$ cat config.mk
export PLATFORM = sky130hd
export DESIGN_NAME = stream_mux_flat
export DESIGN_NICKNAME = d
export VERILOG_FILES = /design/src/rtl/stream_mux_pkg.sv /design/src/rtl/stream_mux_if.sv /design/src/rtl/stream_mux_rr_arbiter.sv /design/src/rtl/stream_mux.sv /design/src/flat_wrapper.sv
export SDC_FILE = /design/constraint.sdc
export NUM_CORES = 1
export LEC_CHECK = 0
export ABC_AREA = 0
export CORE_AREA = 2 2 53 55
export DETAILED_ROUTE_END_ITERATION = 10
export DIE_AREA = 0 0 55 57
export PLACE_DENSITY = 0.79
export SLEW_MARGIN = 20
export SYNTH_ARGS = -nofsm -noshare
export SYNTH_HDL_FRONTEND = slang
export SYNTH_HIERARCHICAL = 1
export SYNTH_SLANG_ARGS = --single-unit
$ cat constraint.sdc
create_clock -name clk -period 1.07 [get_ports clk]
set_clock_uncertainty 0.05 [all_clocks]
set_input_delay 0.1605 -clock clk [delete_from_list [all_inputs] [get_ports clk]]
set_output_delay 0.1605 -clock clk [all_outputs]
set_load 0.005 [all_outputs]
$ cat src/rtl/stream_mux_pkg.sv
// stream_mux_pkg: shared constants and the round-robin search used by
// stream_mux (compile with STREAM_MUX_RR_EN for round-robin arbitration).
package stream_mux_pkg;

  localparam int DEFAULT_N     = 4;
  localparam int DEFAULT_WIDTH = 8;

  // Upper bound on channel count the round-robin search can handle
  localparam int MAX_N     = 64;
  localparam int MAX_SEL_W = 6;

  typedef struct packed {
    logic                 found;
    logic [MAX_SEL_W-1:0] idx;
  } rr_grant_t;

  // Search channels ptr+1, ptr+2, ... (wrapping modulo n) and return the
  // first one with valid high; found is low when no channel is valid.
  function automatic rr_grant_t next_rr_grant(input logic [MAX_N-1:0]     valid,
                                              input logic [MAX_SEL_W-1:0] ptr,
                                              input int                   n);
    rr_grant_t          g;
    logic [MAX_SEL_W:0] cand;
    g = '0;
    for (int k = 1; k <= MAX_N; k++) begin
      cand = {1'b0, ptr} + (MAX_SEL_W+1)'(k);
      if (int'(cand) >= n) cand = cand - (MAX_SEL_W+1)'(n);
      if (k <= n && !g.found && valid[cand[MAX_SEL_W-1:0]]) begin
        g.found = 1'b1;
        g.idx   = cand[MAX_SEL_W-1:0];
      end
    end
    return g;
  endfunction

endpackage

$ cat src/rtl/stream_mux_if.sv
// stream_mux_if: N input channels plus one output stream, each with a
// valid/ready handshake. Master is the producer/consumer side, slave is the mux.
interface stream_mux_if import stream_mux_pkg::*; #(
  parameter int N     = DEFAULT_N,
  parameter int WIDTH = DEFAULT_WIDTH
);
  localparam int SEL_W = $clog2(N);

  logic [N*WIDTH-1:0] in_data;
  logic [N-1:0]       in_valid;
  logic [N-1:0]       in_ready;
  logic [SEL_W-1:0]   sel;
  logic [WIDTH-1:0]   out_data;
  logic [SEL_W-1:0]   out_chan;
  logic               out_valid;
  logic               out_ready;

  modport master (
    output in_data, in_valid, sel, out_ready,
    input  in_ready, out_data, out_chan, out_valid
  );

  modport slave (
    input  in_data, in_valid, sel, out_ready,
    output in_ready, out_data, out_chan, out_valid
  );

endinterface

$ cat src/rtl/stream_mux_rr_arbiter.sv
// rr_arbiter: round-robin grant over N requesters. The pointer remembers the
// last accepted channel and only moves when a grant is actually accepted.
// Used by stream_mux when STREAM_MUX_RR_EN is defined.
module rr_arbiter import stream_mux_pkg::*; #(
  parameter  int N     = DEFAULT_N,
  localparam int SEL_W = $clog2(N)
) (
  input  logic             clk,
  input  logic             reset_n,
  input  logic [N-1:0]     req,
  input  logic             accept,
  output logic [SEL_W-1:0] grant,
  output logic             grant_ok
);

  logic [SEL_W-1:0] ptr;
  rr_grant_t        pick;
  logic             unused_idx_hi;

  // Next requester after the pointer, wrapping around
  always_comb begin
    pick = next_rr_grant(MAX_N'(req), MAX_SEL_W'(ptr), N);
  end

  assign grant         = pick.idx[SEL_W-1:0];
  assign grant_ok      = pick.found;
  assign unused_idx_hi = ^pick.idx;

  // Pointer starts at N-1 so channel 0 wins first; it holds through stalls
  always_ff @(posedge clk or negedge reset_n) begin
    if (!reset_n) begin
      ptr <= SEL_W'(N - 1);
    end else if (accept) begin
      ptr <= grant;
    end
  end

endmodule

$ cat src/rtl/stream_mux.sv
// stream_mux: N-channel valid/ready multiplexer with a registered output.
// Default build selects the channel with the sel port; defining
// STREAM_MUX_RR_EN replaces that with round-robin arbitration (sel unused).
module stream_mux import stream_mux_pkg::*; #(
  parameter int N     = DEFAULT_N,
  parameter int WIDTH = DEFAULT_WIDTH
) (
  input logic         clk,
  input logic         reset_n,
  stream_mux_if.slave bus
);

  localparam int SEL_W = $clog2(N);

  logic             load;
  logic             grant_ok;
  logic             xfer;
  logic [SEL_W-1:0] grant;
  logic [WIDTH-1:0] grant_data;

  // Empty or draining register can take a word; nothing is accepted in reset
  assign load = (!bus.out_valid || bus.out_ready) && reset_n;

`ifdef STREAM_MUX_RR_EN
  logic unused_sel;
  assign unused_sel = ^bus.sel;

  rr_arbiter #(.N(N)) u_arb (
    .clk      (clk),
    .reset_n  (reset_n),
    .req      (bus.in_valid),
    .accept   (xfer),
    .grant    (grant),
    .grant_ok (grant_ok)
  );
`else
  assign grant    = bus.sel;
  assign grant_ok = (int'(bus.sel) < N);
`endif

  // Route the granted channel's data and raise only its ready bit
  always_comb begin
    bus.in_ready = '0;
    grant_data   = '0;
    for (int i = 0; i < N; i++) begin
      if (grant == SEL_W'(i)) begin
        grant_data      = bus.in_data[i*WIDTH +: WIDTH];
        bus.in_ready[i] = load && grant_ok;
      end
    end
  end

  assign xfer = |(bus.in_valid & bus.in_ready);

  // Output register: load on transfer, empty on drain, otherwise hold
  always_ff @(posedge clk or negedge reset_n) begin
    if (!reset_n) begin
      bus.out_valid <= 1'b0;
      bus.out_data  <= '0;
      bus.out_chan  <= '0;
    end else if (xfer) begin
      bus.out_valid <= 1'b1;
      bus.out_data  <= grant_data;
      bus.out_chan  <= grant;
    end else if (bus.out_ready) begin
      bus.out_valid <= 1'b0;
    end
  end

endmodule

$ cat src/flat_wrapper.sv
// flat-port wrapper written by rule: the top's interface ports become plain ports
module stream_mux_flat import stream_mux_pkg::*;
#(
  parameter int N     = DEFAULT_N,
  parameter int WIDTH = DEFAULT_WIDTH
)
  (clk, reset_n, bus_in_data, bus_in_valid, bus_sel, bus_out_ready, bus_in_ready, bus_out_data, bus_out_chan, bus_out_valid);
  stream_mux_if #(.N(N), .WIDTH(WIDTH)) bus_i ();
  input logic clk;
  input logic reset_n;
  input wire logic [$bits(bus_i.in_data)-1:0] bus_in_data;
  input wire logic [$bits(bus_i.in_valid)-1:0] bus_in_valid;
  input wire logic [$bits(bus_i.sel)-1:0] bus_sel;
  input wire logic [$bits(bus_i.out_ready)-1:0] bus_out_ready;
  output wire logic [$bits(bus_i.in_ready)-1:0] bus_in_ready;
  output wire logic [$bits(bus_i.out_data)-1:0] bus_out_data;
  output wire logic [$bits(bus_i.out_chan)-1:0] bus_out_chan;
  output wire logic [$bits(bus_i.out_valid)-1:0] bus_out_valid;
  assign bus_i.in_data = bus_in_data;
  assign bus_i.in_valid = bus_in_valid;
  assign bus_i.sel = bus_sel;
  assign bus_i.out_ready = bus_out_ready;
  assign bus_in_ready = bus_i.in_ready;
  assign bus_out_data = bus_i.out_data;
  assign bus_out_chan = bus_i.out_chan;
  assign bus_out_valid = bus_i.out_valid;
  stream_mux #(.N(N), .WIDTH(WIDTH)) u_core (.clk(clk), .reset_n(reset_n), .bus(bus_i));
endmodule
==> Word level (Yosys, flattened, before mapping) <==
Cells that the tools add are included.
{ "word_totals": {"word_cells": 23, "out_inout_bits": 15, "in_bits": 41, "ff_bits": 11} }
{ "classes": {"eq_ne": 3, "bitwise": 1, "n_reduce_logical": 6, "muxes": 10} }
{ "op_table": {"columns": ["op", "count"], "rows": [
  ["$mux W8", 4],
  ["$mux W1", 6],
  ["$and A4 B4 Y4", 1],
  ["$eq A2 B2 Y1 const B", 2],
  ["$reduce_or A4 Y1", 1],
  ["$eq A2 B1 Y1 const B", 1],
  ["$logic_not A2 Y1", 1],
  ["$reduce_bool A2 Y1", 1],
  ["$logic_and A1 B1 Y1", 1],
  ["$logic_not A1 Y1", 1],
  ["$logic_or A1 B1 Y1", 1]
]} }

==> Longest topological paths before layout <==
{ "logic_depth": {"ltp_word": 7, "ltp_mapped": 5, "mapped_depth_nobuf": 3} }

==> Worst setup path before layout <==
OpenSTA, ideal clock, no wires.
{ "synth_path": {"path_type": "input-to-reg", "start": "input bus_sel[0]", "end": "register u_core.bus.out_chan[0]", "setup_ns": 0.125, "n_path_buf": 1, "required_ns": 0.895, "slack_ns": -0.381, "stages": 4, "arrival_time_ns": 1.277, "cell_sequence": "buf_6 > mux4_2 > nand3_4 > mux2_2"} }
{ "synth_between": {"elab_chain_cells": 4, "word_cells_on_any_way": 10, "classes_between": "3 x eq/ne; 4 x mux; 1 x bitwise; 2 x reduce/logical"} }
{ "synth_lines": {"columns": ["element", "line_no", "source"], "rows": [
  ["start: declaration", "flat_wrapper.sv:13", "input wire logic [$bits(bus_i.sel)-1:0] bus_sel;"],
  ["$eq A2 B1 Y1, or another cell as far along", "stream_mux.sv:46", "if (grant == SEL_W'(i)) begin"],
  ["$mux W1", "stream_mux.sv:46", null],
  ["$and A4 B4 Y4", "stream_mux.sv:53", "assign xfer = |(bus.in_valid & bus.in_ready);"],
  ["$reduce_or A4 Y1", "stream_mux.sv:53", null],
  ["end signal: assignment", "stream_mux.sv:64", "bus.out_chan <= grant;"],
  ["end: declaration", "stream_mux_if.sv:25", "output in_ready, out_data, out_chan, out_valid"]
]} }
Parallel ways exist; a longest one is shown, timed or not.
A chain may end at the register's enable or synchronous reset.

==> Final worst setup path <==
{ "layout_path": {"start": "input reset_n", "end": "register u_core.bus.out_chan[1]"} }
{ "layout_between": {"elab_chain_cells": 4, "word_cells_on_any_way": 7, "classes_between": "4 x mux; 1 x bitwise; 2 x reduce/logical"} }
{ "layout_lines": {"columns": ["element", "line_no", "source"], "rows": [
  ["start: declaration", "flat_wrapper.sv:10", "input logic reset_n;"],
  ["$logic_and A1 B1 Y1 (*)", "stream_mux.sv:22", "assign load = (!bus.out_valid || bus.out_ready) && reset_n;"],
  ["$mux W1", "stream_mux.sv:46", null],
  ["$and A4 B4 Y4 (*)", "stream_mux.sv:53", null],
  ["$reduce_or A4 Y1 (*)", "stream_mux.sv:53", null]
]} }
Mark *: on every way between the ends. The rest lies on a longest branch, timed or not.

==> flow_metrics.py <==
metrics = {
    "status": {
        "status": "finished with violations",
        "violations": "negative setup slack",
    },
    "final_layout": {
        "nFillCells": 244,
        "final_common_cell": "clkdlybuf4s50_1",
        "nNetsFinal": 165,
        "drive_above_1_share_pct": 48.0,
        "antenna_cells": 0,
        "syn2layout_area_growth_pct": 101,
        "final_cell_mix": "clkdlybuf4s50_1 (34), buf_4 (16), dfrtp_1 (11)",
    },
    "critical_path": {
        "cp_max_fo": 9,
        "crit_required_ns": 1.18,
        "crit_path_max_incr_delay_ns": 0.53,
        "rr_worst_depth": 5,
        "path_class": "input port to register",
        "reg2reg_to": "u_core/bus.out_data[2]$_DFFE_PN0P_",
        "r2r-start": "u_core/bus.out_valid$_DFFE_PN0P_",
        "ff2ff_setup_slack_ns": -0.35,
        "cp_top_family": "buffers and inverters",
        "cp-end-kind": "register",
        "start_kind": "input port",
        "critical_path_arrival_ns": 1.54,
        "critical_path.most_common_cell": "buf_4",
        "cp_slowest_cell": "clkdlybuf4s50_1",
        "crit_chain": "clkdlybuf4s50_1 -> buf_4 -> buf_4 -> a31o_2 -> a22o_1",
        "crit_buf_inv": 3,
    },
    "pwr": {
        "finalPower_mw": 1.63,
        "ir_drop_uv": 857,
        "p_leak_nw": 0.676,
        "power.density_nw_per_um2": 1120,
    },
    "sta": {
        "hold_viol_final": 0,
        "setup_violations": 16,
        "layout_min_cycle_time_ns": 1.44,
        "timing.fmax_mhz": 695,
        "setup_ws_ns": -0.368,
        "worst_slew_margin_rel_pct": 83.8,
        "rsz0062_at_grt": "yes",
        "drv_slew": 0,
        "tightest_slew_ns": 0.241,
        "period_share_pct": 134,
    },
    "synth": {
        "syn_area_sq_um": 727,
        "syn_inst": 47,
        "seq_area_frac_synth_pct": 37.9,
        "ys_seq_elements": 11,
        "synth.distinct_cells": 16,
        "yosys_warnings": 6,
        "syn_area_per_cell_sq_um": 15.5,
        "synth.net_count": 88,
    },
    "detailed_routing": {
        "num_vias": 729,
        "drt_iter0_drc": 11,
        "drt_pass1_iterations": 4,
        "wirelength_um": 2430,
        "post-route-drc-count": 0,
        "wl_per_cell_um": 15.8,
        "via_per_inst": 4.73,
        "ant_nets": 0,
    },
    "clocking": {
        "cts_tree": "built",
        "root_buffer": "clkbuf_4",
        "clk_pin_slew_ns": 0.07,
        "clkSinkCount": 11,
        "clkLatencyLatePin_ns": 0.26,
        "cts_max_level": 1,
        "cts_max_path_buffers": 2,
        "numCtsBuffers": 3,
    },
    "global_routing": {
        "grt_max_degree": 10,
        "grt_pass1_vias": 774,
        "overflow": 0,
        "use_met2_pct": 28.1,
        "use_met1_pct": 21.0,
        "grt_pass1_wl_um": 3750,
        "grt_usage_pct": 17.0,
        "antenna_found_initial": 0,
        "grt_use_met3_pct": 3.93,
        "top_usage_layer": "met2",
    },
    "worst_hold_path": {
        "min_path_type": "input port to asynchronous set/reset pin",
    },
    "place": {
        "gp_congestion": 0.706,
        "post-place-ws_ns": -0.901,
        "port_buffers": 55,
        "hpwl_um": 1840,
    },
    "die": {
        "die_h_um": 57,
        "start_util_pct": 27.8,
        "io_pins": 56,
        "core_sq_um": 2620,
        "num_rows": 19,
        "die_x_um": 55,
        "die_area_sq_um": 3140,
    },
    "run": {
        "drv_cap": 0,
    },
}
## sequential cells by signal (all words and copies together), names as in the netlist
register	count
u_core/bus.out_data	8
u_core/bus.out_chan	2
u_core/bus.out_valid	1
## Yosys cell counts
master     n  area (sq um)
dfrtp_1   11           275
mux2_2    11           124
mux4_2     5           113
mux4_1     4           105
nand2_1    2          7.51
nand3_1    2          10.0
nor2_1     2          7.51
nor3_1     2          10.0
a22o_1     1          8.76
a31o_2     1          8.76
buf_1      1          3.75
buf_6      1          11.3
buf_8      1          15.0
inv_1      1          3.75
nand2b_1   1          6.26
nand3_4    1          17.5
## layer usage
| metal | vias up | share of wire [%] |
|---|---|---|
| met5 | - | 0 |
| met4 | 0 | 2.3 |
| met3 | 6 | 7.0 |
| met2 | 32 | 52 |
| met1 | 347 | 38 |
| li1 | 344 | - |
## cell families after synthesis
logic type,Yosys count,share of synthesized area (%)
mux,20,47.0
compound gates,2,2.41
flops,11,37.9
buf+inv,4,4.65
simple gates,10,8.09
## stage by stage
| step | util, % | hold WS (ns) | TNS [ns] | cells | area (sq um) |
|---|---|---|---|---|---|
| 2_1_floorplan | - | -0.185 | -3.40 | 47 | 764 |
| 3_3_place_gp | 52.8 | 0.446 | -11.68 | 138 | 1380 |
| 3_5_place_dp | 52.8 | 0.445 | -12.07 | 138 | 1380 |
| 4_1_cts | 57.0 | 0.320 | -4.99 | 154 | 1490 |
| 5_1_grt | 55.8 | 0.349 | -5.93 | 154 | 1460 |
| 6_report | 55.8 | 0.354 | -5.02 | 154 | 1460 |
## how the worst max path moves through the flow
stage                     cells after the start                        startpoint                            endpoint
after global placement                        4                        bus_sel[0]  u_core/bus.out_data[7]$_DFFE_PN0P_
after detailed placement                      4                        bus_sel[0]  u_core/bus.out_data[7]$_DFFE_PN0P_
after CTS                                     5  u_core/bus.out_valid$_DFFE_PN0P_                     bus_in_ready[0]
after floorplan                               4                        bus_sel[0]  u_core/bus.out_chan[0]$_DFFE_PN0P_
after global routing                          5  u_core/bus.out_valid$_DFFE_PN0P_                     bus_in_ready[1]
final                                         5                           reset_n  u_core/bus.out_chan[1]$_DFFE_PN0P_
## repair_timing
action / CTS / global route
endpoints found under the setup margin: 26 / 23
buffers inserted: 11 / 0
pin swaps: 4 / 3
gates resized for setup: 61 / 8
hold buffers: 0 / 0
gates cloned: 1 / 0
## report_power, final
group	leakage [nW]	total [mW]	switching, mW	internal, mW
Combinational	0.533	0.773	0.232	0.541
Clock	0.0150	0.281	0.137	0.144
Sequential	0.128	0.580	0.0564	0.523
## cell type report
cell class                      count  area (sq um)  area share (%)
Multi-Input combinational cell     33           487            33.3
Clock buffer                        4          26.3            1.80
Tap cell                           31          38.8            2.66
Sequential cell                    11           275            18.9
Timing Repair Buffer               74           629            43.1
Inverter                            1          3.75           0.257
(Power assumes the default switching activity.)
